==> src/rtl/cic_comp_fir_if.sv <==
// Sample/coefficient/status bundle between the CIC decimator, the
// compensation FIR and the demod path.
interface cic_comp_fir_if #(
    parameter int TAPS      = 16,
    parameter int COEF_BITS = 12,
    parameter int DATA_BITS = 16
);
    localparam int AW = $clog2(TAPS);

    logic                        in_tick;
    logic signed [DATA_BITS-1:0] x_in;
    logic                        coef_we;
    logic [AW-1:0]               coef_addr;
    logic signed [COEF_BITS-1:0] coef_data;
    logic signed [DATA_BITS-1:0] x_out;
    logic                        out_tick;
    logic                        busy;
    logic                        overrun;

    modport master (
        output in_tick, x_in, coef_we, coef_addr, coef_data,
        input  x_out, out_tick, busy, overrun
    );

    modport slave (
        input  in_tick, x_in, coef_we, coef_addr, coef_data,
        output x_out, out_tick, busy, overrun
    );
endinterface

==> src/rtl/cic_comp_fir.sv <==
// CIC droop-compensation FIR: one time-shared multiplier walks TAPS taps per
// input sample over a circular sample buffer, then rounds and saturates.
module cic_comp_fir #(
    parameter int TAPS      = 16,
    parameter int COEF_BITS = 12,
    parameter int DATA_BITS = 16,
    parameter int ACC_WIDTH = DATA_BITS + COEF_BITS + $clog2(TAPS)
) (
    input  logic          CLK,
    input  logic          RST,
    cic_comp_fir_if.slave bus
);
    localparam int AW = $clog2(TAPS);
    localparam int PW = DATA_BITS + COEF_BITS;
    localparam int SH = COEF_BITS - 2;
    localparam logic [AW-1:0] K_LAST = AW'(TAPS - 1);
    localparam logic signed [COEF_BITS-1:0] C_ONE = {2'b01, {SH{1'b0}}};
    localparam logic signed [ACC_WIDTH:0] RND =
        {{(ACC_WIDTH - COEF_BITS + 3){1'b0}}, 1'b1, {(COEF_BITS - 3){1'b0}}};
    localparam logic signed [ACC_WIDTH:0] SAT_HI =
        {{(ACC_WIDTH - DATA_BITS + 2){1'b0}}, {(DATA_BITS - 1){1'b1}}};
    localparam logic signed [ACC_WIDTH:0] SAT_LO =
        {{(ACC_WIDTH - DATA_BITS + 2){1'b1}}, {(DATA_BITS - 1){1'b0}}};

    typedef enum logic [1:0] {S_IDLE, S_MAC, S_ROUND, S_OUT} state_t;

    state_t state, state_nxt;

    logic signed [DATA_BITS-1:0] buf_q  [TAPS];
    logic signed [COEF_BITS-1:0] coef_q [TAPS];
    logic [AW-1:0]               wr_ptr, rd_ptr, k;
    logic signed [ACC_WIDTH-1:0] acc;
    logic signed [DATA_BITS-1:0] hold_q, x_out_q;
    logic                        hold_full, out_tick_q, overrun_q;

    logic                        idle, start, hold_load, hold_take, drop;
    logic signed [DATA_BITS-1:0] start_data, y_sat;
    logic signed [PW-1:0]        prod;
    logic signed [ACC_WIDTH:0]   rnd_sum, rnd_shr;

    assign idle       = (state == S_IDLE);
    // A held sample is older than anything arriving now, so it goes first.
    assign start      = idle && (hold_full || bus.in_tick);
    assign start_data = hold_full ? hold_q : bus.x_in;
    assign hold_take  = idle && hold_full;
    assign hold_load  = bus.in_tick && (idle ? hold_full : !hold_full);
    assign drop       = bus.in_tick && !idle && hold_full;

    assign prod = PW'(coef_q[k]) * PW'(buf_q[rd_ptr]);

    always_comb begin
        rnd_sum = $signed({acc[ACC_WIDTH-1], acc}) + RND;
        rnd_shr = rnd_sum >>> SH;
        if (rnd_shr > SAT_HI)
            y_sat = {1'b0, {(DATA_BITS - 1){1'b1}}};
        else if (rnd_shr < SAT_LO)
            y_sat = {1'b1, {(DATA_BITS - 1){1'b0}}};
        else
            y_sat = rnd_shr[DATA_BITS-1:0];
    end

    always_ff @(posedge CLK or posedge RST) begin
        if (RST) state <= S_IDLE;
        else     state <= state_nxt;
    end

    always_comb begin
        state_nxt = state;
        case (state)
            S_IDLE:  if (start) state_nxt = S_MAC;
            S_MAC:   if (k == K_LAST) state_nxt = S_ROUND;
            S_ROUND: state_nxt = S_OUT;
            S_OUT:   state_nxt = S_IDLE;
            default: state_nxt = S_IDLE;
        endcase
    end

    always_ff @(posedge CLK or posedge RST) begin
        if (RST) begin
            wr_ptr     <= '0;
            rd_ptr     <= '0;
            k          <= '0;
            acc        <= '0;
            hold_q     <= '0;
            hold_full  <= 1'b0;
            x_out_q    <= '0;
            out_tick_q <= 1'b0;
            overrun_q  <= 1'b0;
            for (int i = 0; i < TAPS; i++) begin
                buf_q[i]  <= '0;
                coef_q[i] <= (i == 0) ? C_ONE : '0;
            end
        end else begin
            out_tick_q <= (state == S_ROUND);
            if (state == S_ROUND) x_out_q <= y_sat;

            // rd_ptr starts on the slot being written (newest) and walks back.
            if (start) begin
                buf_q[wr_ptr] <= start_data;
                wr_ptr        <= (wr_ptr == K_LAST) ? '0 : wr_ptr + 1'b1;
                rd_ptr        <= wr_ptr;
                k             <= '0;
                acc           <= '0;
            end else if (state == S_MAC) begin
                acc    <= acc + ACC_WIDTH'(prod);
                rd_ptr <= (rd_ptr == '0) ? K_LAST : rd_ptr - 1'b1;
                k      <= k + 1'b1;
            end

            if (hold_load) begin
                hold_q    <= bus.x_in;
                hold_full <= 1'b1;
            end else if (hold_take) begin
                hold_full <= 1'b0;
            end

            if (drop) overrun_q <= 1'b1;

            for (int i = 0; i < TAPS; i++)
                if (bus.coef_we && idle && bus.coef_addr == AW'(i))
                    coef_q[i] <= bus.coef_data;
        end
    end

    assign bus.x_out    = x_out_q;
    assign bus.out_tick = out_tick_q;
    assign bus.busy     = !idle;
    assign bus.overrun  = overrun_q;
endmodule
==> src/flat_wrapper.sv <==
// flat-port wrapper written by rule: the top's interface ports become plain ports
module cic_comp_fir_flat 
#(
    parameter int TAPS      = 16,
    parameter int COEF_BITS = 12,
    parameter int DATA_BITS = 16,
    parameter int ACC_WIDTH = DATA_BITS + COEF_BITS + $clog2(TAPS)
)
  (CLK, RST, bus_in_tick, bus_x_in, bus_coef_we, bus_coef_addr, bus_coef_data, bus_x_out, bus_out_tick, bus_busy, bus_overrun);
  cic_comp_fir_if #(.TAPS(TAPS), .COEF_BITS(COEF_BITS), .DATA_BITS(DATA_BITS)) bus_i ();
  input  logic CLK;
  input  logic RST;
  input wire logic [$bits(bus_i.in_tick)-1:0] bus_in_tick;
  input wire logic [$bits(bus_i.x_in)-1:0] bus_x_in;
  input wire logic [$bits(bus_i.coef_we)-1:0] bus_coef_we;
  input wire logic [$bits(bus_i.coef_addr)-1:0] bus_coef_addr;
  input wire logic [$bits(bus_i.coef_data)-1:0] bus_coef_data;
  output wire logic [$bits(bus_i.x_out)-1:0] bus_x_out;
  output wire logic [$bits(bus_i.out_tick)-1:0] bus_out_tick;
  output wire logic [$bits(bus_i.busy)-1:0] bus_busy;
  output wire logic [$bits(bus_i.overrun)-1:0] bus_overrun;
  assign bus_i.in_tick = bus_in_tick;
  assign bus_i.x_in = bus_x_in;
  assign bus_i.coef_we = bus_coef_we;
  assign bus_i.coef_addr = bus_coef_addr;
  assign bus_i.coef_data = bus_coef_data;
  assign bus_x_out = bus_i.x_out;
  assign bus_out_tick = bus_i.out_tick;
  assign bus_busy = bus_i.busy;
  assign bus_overrun = bus_i.overrun;
  cic_comp_fir #(.TAPS(TAPS), .COEF_BITS(COEF_BITS), .DATA_BITS(DATA_BITS), .ACC_WIDTH(ACC_WIDTH)) u_core (.CLK(CLK), .RST(RST), .bus(bus_i));
endmodule
==> config.mk <==
export PLATFORM = sky130hd
export DESIGN_NAME = cic_comp_fir_flat
export DESIGN_NICKNAME = d
export VERILOG_FILES = /design/src/rtl/cic_comp_fir_if.sv /design/src/rtl/cic_comp_fir.sv /design/src/flat_wrapper.sv
export SDC_FILE = /design/constraint.sdc
export NUM_CORES = 2
export LEC_CHECK = 0
export ABC_AREA = 1
export BUFFER_PORTS_ARGS = -buffer_cell sky130_fd_sc_hd__buf_2
export CELL_PAD_IN_SITES_DETAIL_PLACEMENT = 0
export CELL_PAD_IN_SITES_GLOBAL_PLACEMENT = 1
export CORE_MARGIN = 2
export CORE_UTILIZATION = 49
export DETAILED_ROUTE_END_ITERATION = 7
export PLACE_DENSITY_LB_ADDON = 0.1
export REMOVE_ABC_BUFFERS = 1
export SLEW_MARGIN = 5
export SYNTH_ARGS = -nofsm -noshare
export SYNTH_HDL_FRONTEND = slang
export SYNTH_SLANG_ARGS = --single-unit
export TNS_END_PERCENT = 10
==> constraint.sdc <==
create_clock -name CLK -period 18.05 [get_ports CLK]
set_clock_uncertainty 0.05 [all_clocks]
set_input_delay 1.805 -clock CLK [delete_from_list [all_inputs] [get_ports CLK]]
set_output_delay 1.805 -clock CLK [all_outputs]
set_load 0.01 [all_outputs]
### Word level (Yosys, flattened, before mapping)

Cells that the tools add are included.
Widths: inputs -> output; s select.

| storage, ports and cells | value |
|---|---|
| bits in registers | 529 |
| input port bits | 36 |
| output and inout port bits | 19 |
| logic and storage cells | 137 |

| cells by class | value |
|---|---|
| $add $sub $neg | 5 |
| $mul | 1 |
| order comparisons | 6 |
| equality and inequality tests | 22 |
| mux-type cells | 26 |
| bitwise gates (word level) | 3 |
| reduce and logical (&&, ||, !) cells | 32 |

Operators with widths:

| kind | count |
|---|---|
| $bwmux 256 | 1 |
| $mux 16 | 6 |
| $bmux 16 s4 | 1 |
| $demux 16 s4 | 1 |
| $mux 32 | 2 |
| $bmux 12 s4 | 1 |
| $eq 4x4->1 const B | 10 |
| $add 32x11->33 const B | 1 |
| $add 32x28->32 | 1 |
| $mul 12x16->28 | 1 |
| $mux 12 | 2 |
| $mux 4 | 6 |
| $gt 23x16->1 const B | 1 |
| $logic_and 1x1->1 | 23 |
| $lt 23x16->1 const B | 1 |
| $eq 4x3->1 const B | 4 |
| $ge 5x5->1 const B | 3 |
| $not 4->5 | 3 |
| $add 4x1->4 const B | 2 |
| $eq 4x2->1 const B | 2 |
| $logic_not 4->1 | 2 |
| $pmux 2 s4 | 1 |
| $lt 5x1->1 const B | 1 |
| $eq 2x2->1 const B | 2 |
| 12 further kinds | 17 |

### Logic depth before layout (Yosys ltp)

| depth | value |
|---|---|
| depth in word-level cells | 8 |
| mapped depth | 36 |
| gate-level depth less buffers | 33 |

### Worst setup path before layout

Ideal clock, no wire load.

| timing | value |
|---|---|
| path type | register -> register |
| start | reg u_core.k[0] |
| end | reg u_core.acc[30] |
| library setup time | 0.127 ns |
| arrival | 6.140 ns |
| data required time | 17.873 ns |
| path slack | 11.733 ns |
| stages on the path, launching flop included | 28 |
| buffers on the path | 3 |
| period minus slack after synthesis | 6.317 ns |
| cells stage by stage | dfrtp_1 > buf_2 > inv_2 > clkbuf_1 > nor2_1 > o22ai_1 > nand2_1 > nand3_1 > buf_2 > nand2_1 > fa_1 > inv_1 > fa_1 > fa_1 > fa_1 > inv_1 > fa_1 > inv_1 > ha_1 > ha_1 > nand2_1 > nor2_1 > inv_1 > nor4_1 > nand2_1 > and2_1 > a21oi_1 > o21ai_0 |

| between the ends | value |
|---|---|
| cells in the longest elaborated chain, start to end | 8 |

RTL lines:

| element | RTL line | RTL |
|---|---|---|
| start: declaration | cic_comp_fir.sv:31 | `logic [AW-1:0] wr_ptr, rd_ptr, k;` |
| start signal: assignment | cic_comp_fir.sv:107 | `k <= k + 1'b1;` |
| $not 4->5 (not written as such) | cic_comp_fir.sv:49 | `assign prod = PW'(coef_q[k]) * PW'(buf_q[rd_ptr]);` |
| $bmux 12 s4 | cic_comp_fir.sv:49 |  |
| $mux 12 (not written as such) (2 in series) | cic_comp_fir.sv:49 |  |
| $mul 12x16->28 | cic_comp_fir.sv:49 |  |
| $add 32x28->32 | cic_comp_fir.sv:105 | `acc <= acc + ACC_WIDTH'(prod);` |
| $mux 32 | cic_comp_fir.sv:104 | `end else if (state == S_MAC) begin` |
| $mux 32 | cic_comp_fir.sv:98 | `if (start) begin` |
| end signal: assignment | cic_comp_fir.sv:105 |  |
| end: declaration | cic_comp_fir.sv:32 | `logic signed [ACC_WIDTH-1:0] acc;` |

No other way between the ends. The select of a mux whose other input is x is not followed.
A chain may end at the register's enable or synchronous reset.

### Worst setup path in the final report

| timing | value |
|---|---|
| start | reg u_core.rd_ptr[2] |
| end | reg u_core.acc[22] |

| between the ends | value |
|---|---|
| cells in the longest elaborated chain, start to end | 8 |

RTL lines:

| element | RTL line | RTL |
|---|---|---|
| start: declaration | cic_comp_fir.sv:31 |  |
| start signal: assignment | cic_comp_fir.sv:101 | `rd_ptr <= wr_ptr;` |
| start signal: assignment | cic_comp_fir.sv:106 | `rd_ptr <= (rd_ptr == '0) ? K_LAST : rd_ptr - 1'b1;` |
| $not 4->5 (not written as such) | cic_comp_fir.sv:49 |  |
| $bmux 16 s4 | cic_comp_fir.sv:49 |  |
| $mux 16 (not written as such) (2 in series) | cic_comp_fir.sv:49 |  |
| $mul 12x16->28 | cic_comp_fir.sv:49 |  |
| $add 32x28->32 | cic_comp_fir.sv:105 |  |
| $mux 32 | cic_comp_fir.sv:104 |  |
| $mux 32 | cic_comp_fir.sv:98 |  |

No other way between the ends. The select of a mux whose other input is x is not followed.

==> run metrics <==
Async SR Flop Fraction 100%; top_reg_cell synth dfrtp_1; Mapped Area 32900 sq um; drc violations 0; minimum clock period after layout 8.54 ns; Die Wd 263 um; Starting Density 49.7%; Vias/cell 5.56; final setup vio count 0; synthesized flop and latch total 529; Worst Hold Endpoint u_core.bus.overrun$_DFFE_PP0P_; Clock Latency Late Sink 0.64 ns; Setup Buffers After CTS 0; relative slew slack 22.7%; vias in the first global route 27031; CTS tree yes; RSZ-0062 raised after global routing no; first-pass GRT wire length 151 mm; Post-synth EDFFs 0; post-route ant nets 0; Worst Hold Depth 1; FMAX 117 MHz; Seq/Total Area, Yosys 40.3%; DRT iter0 DRCs 2116; fin crit share 47.3%; Final nets 4224; placed cells 4674; FF-to-FF setup slack 9.51 ns; Worst Hold Launch u_core.bus.overrun$_DFFE_PP0P_; layout cells sized above 1 6.66%; area grow syn2layout 8.15%; die height 263 um; H-tree depth 2; total gr overflow 0; total die area 69200 sq um; Bufs on Longest Clock Path 3; number of CTS-inserted buffers 59; Slew Limit Fails 0; average wire per standard cell 19.4 um; maximum fanout along the worst path 24; Yosys cell types 49; post-cts sizing count 0; measured slew at the worst slew-check pin 1.15 ns; Fin. Hold Viols 0; CP Data Required Time 18.49 ns; CP arrival 8.98 ns; GRT Total Usage 27.4%; CP Class reg -> reg; 1st-pass router iterations 6; PortBufs 54; Routed WL 92.8 mm; Synth Instances 3957; critical path launch point type register; Setup TNS 0 ns; Core Region 66100 sq um; pin count of the biggest net entering global routing 129; CTS Sinks 529; max_cap viols 0; HPWL after DPL 61.8 mm; reg2reg end u_core.acc[22]$_DFFE_PP0P_; initial antenna violation count 0; CTS root buf clkbuf_16; status complete, no violations; io pins 55; hold_buf cts 0; cells on worst reg2reg path 22; Synth Warn # 0; Filler cells 6299; CTS clock-pin slew for the worst setup and hold paths 0.06 ns; worst hold path type reg -> reg; Finished Layout Cells 4781; Vias 26575; Crit. End Element register; Final Wtd Congestion 0.921; Post-Syn Area per Cell 8.31 sq um; row count 94; Reg-to-Reg Start u_core.rd_ptr[2]$_DFFE_PP0P_
==> kinds of logic after synthesis <==
logic type	count (synthesis)	share of synthesized area [%]
AO/OA/AOI/OAI	930	15.5
AND/OR/NAND/NOR	1452	17.9
flip-flops	529	40.3
adder cells (fa/ha/maj)	317	17.2
buffers and inverters	706	8.52
XOR/XNOR	23	0.613
==> synth_stat cells, drive strengths merged (17+ instances only) <==
cell	number	area share, %
nand3	102	1.7
nor2	301	3.5
o22ai	44	0.84
inv	461	5.3
fa	223	14
dfrtp	528	40
o21ai	703	11
xor2	17	0.45
buf	72	1.3
o2111ai	22	0.59
ha	94	3.6
nand2	990	12
clkbuf	169	1.9
nand4	30	0.65
a21oi	89	1.5
o221ai	46	1.2
nor3	22	0.41
==> sequential cells by signal, indices dropped and copies added, names as in the netlist <==
| signal | count |
|---|---|
| u_core.bus.x_out | 16 |
| u_core.state | 2 |
| u_core.hold_full | 1 |
| u_core.hold_q | 16 |
| u_core.k | 4 |
| u_core.wr_ptr | 4 |
| u_core.rd_ptr | 4 |
| u_core.coef_q | 192 |
| u_core.bus.overrun | 1 |
| u_core.buf_q | 256 |
| u_core.acc | 32 |
| u_core.bus.out_tick | 1 |
==> layout make-up <==
class | instances | area (sq um) | area share (%)
inverter | 464 | 1750 | 4.93
tap | 864 | 1080 | 3.04
sequential | 529 | 13200 | 37.3
antenna | 1 | 2.50 | 0.00704
clock buffer | 90 | 1770 | 4.99
clock inverter | 16 | 265 | 0.746
timing repair buffer | 95 | 578 | 1.63
multi-input combinational | 2722 | 16800 | 47.4
==> metal layers <==
| metal | wire length, um | track usage (%) | up-vias |
|---|---|---|---|
| met4 | 2560 | 7.78 | 0 |
| met5 | 0 | 0 | - |
| li1 | - | - | 12518 |
| met3 | 5080 | 3.98 | 173 |
| met2 | 42800 | 44.7 | 737 |
| met1 | 42300 | 38.1 | 13147 |
==> worst max-delay path, cell delays in order (launching register included) <==
cell and delay, ns:
dfrtp_1 0.96, buf_4 0.39, nor2_2 0.15, buf_4 0.32, nand3_1 0.15, o2111ai_1 0.12
o21ai_1 0.63, nand2_1 0.35, fa_1 0.52, inv_1 0.62, fa_1 0.59, fa_1 0.55
fa_1 0.44, fa_1 0.50, ha_1 0.32, ha_1 0.40, nand4_1 0.19, nor2_1 0.28
nand3_1 0.11, o21ai_0 0.37, a21oi_1 0.11, o21ai_0 0.15, nand2_1 0.08
==> metrics by stage <==
stage | hold WS, ns | cell area, sq um | worst slack [ns] | utilization [%]
finish | 0.425 | 35500 | 9.51 | 53.8
global route | 0.449 | 35500 | 8.99 | 53.8
detailed placement | 0.415 | 33500 | 9.53 | 50.7
CTS | 0.428 | 35500 | 9.49 | 53.8
global placement | 0.395 | 33500 | 9.80 | 50.7
floorplan | 0.398 | 31800 | 1.41 | -
==> cells in the final DEF (no fill, tap or decap), types with 6 or more instances in the layout <==
master	netlist	layout
nand2_1	970	970
o21ai_0	691	691
dfrtp_1	528	526
inv_1	454	452
nor2_1	294	292
fa_1	223	223
ha_1	94	94
nand3_1	92	92
a21oi_1	77	77
clkbuf_16	0	60
buf_2	57	54
o221ai_1	46	46
o22ai_1	44	44
buf_4	11	41
nand4_1	26	26
o2111ai_1	22	22
nor3_1	18	18
nand2_2	17	17
xor2_1	17	17
clkbuf_8	0	16
clkbuf_1	169	14
o21ai_1	12	12
a21oi_2	11	11
nand3_2	10	10
inv_2	7	7
clkinv_2	0	7
nor2_2	4	6
o211ai_1	6	6
xnor2_1	6	6
bufinv_16	0	6
==> worst max path at each step <==
stage / startpoint / slack, ns / endpoint
finish: u_core.rd_ptr[2]$_DFFE_PP0P_ / 9.51 / u_core.acc[22]$_DFFE_PP0P_
global route: u_core.k[0]$_DFFE_PP0P_ / 8.99 / u_core.acc[22]$_DFFE_PP0P_
CTS: u_core.k[0]$_DFFE_PP0P_ / 9.49 / u_core.acc[22]$_DFFE_PP0P_
detailed placement: u_core.k[0]$_DFFE_PP0P_ / 9.53 / u_core.acc[22]$_DFFE_PP0P_
global placement: u_core.k[0]$_DFFE_PP0P_ / 9.80 / u_core.acc[22]$_DFFE_PP0P_
floorplan: RST / 1.41 / u_core.acc[0]$_DFFE_PP0P_
Power is left out: the tool's default activity adds up to more than one toggle a clock period on the data nets, which glitch-free logic cannot reach.
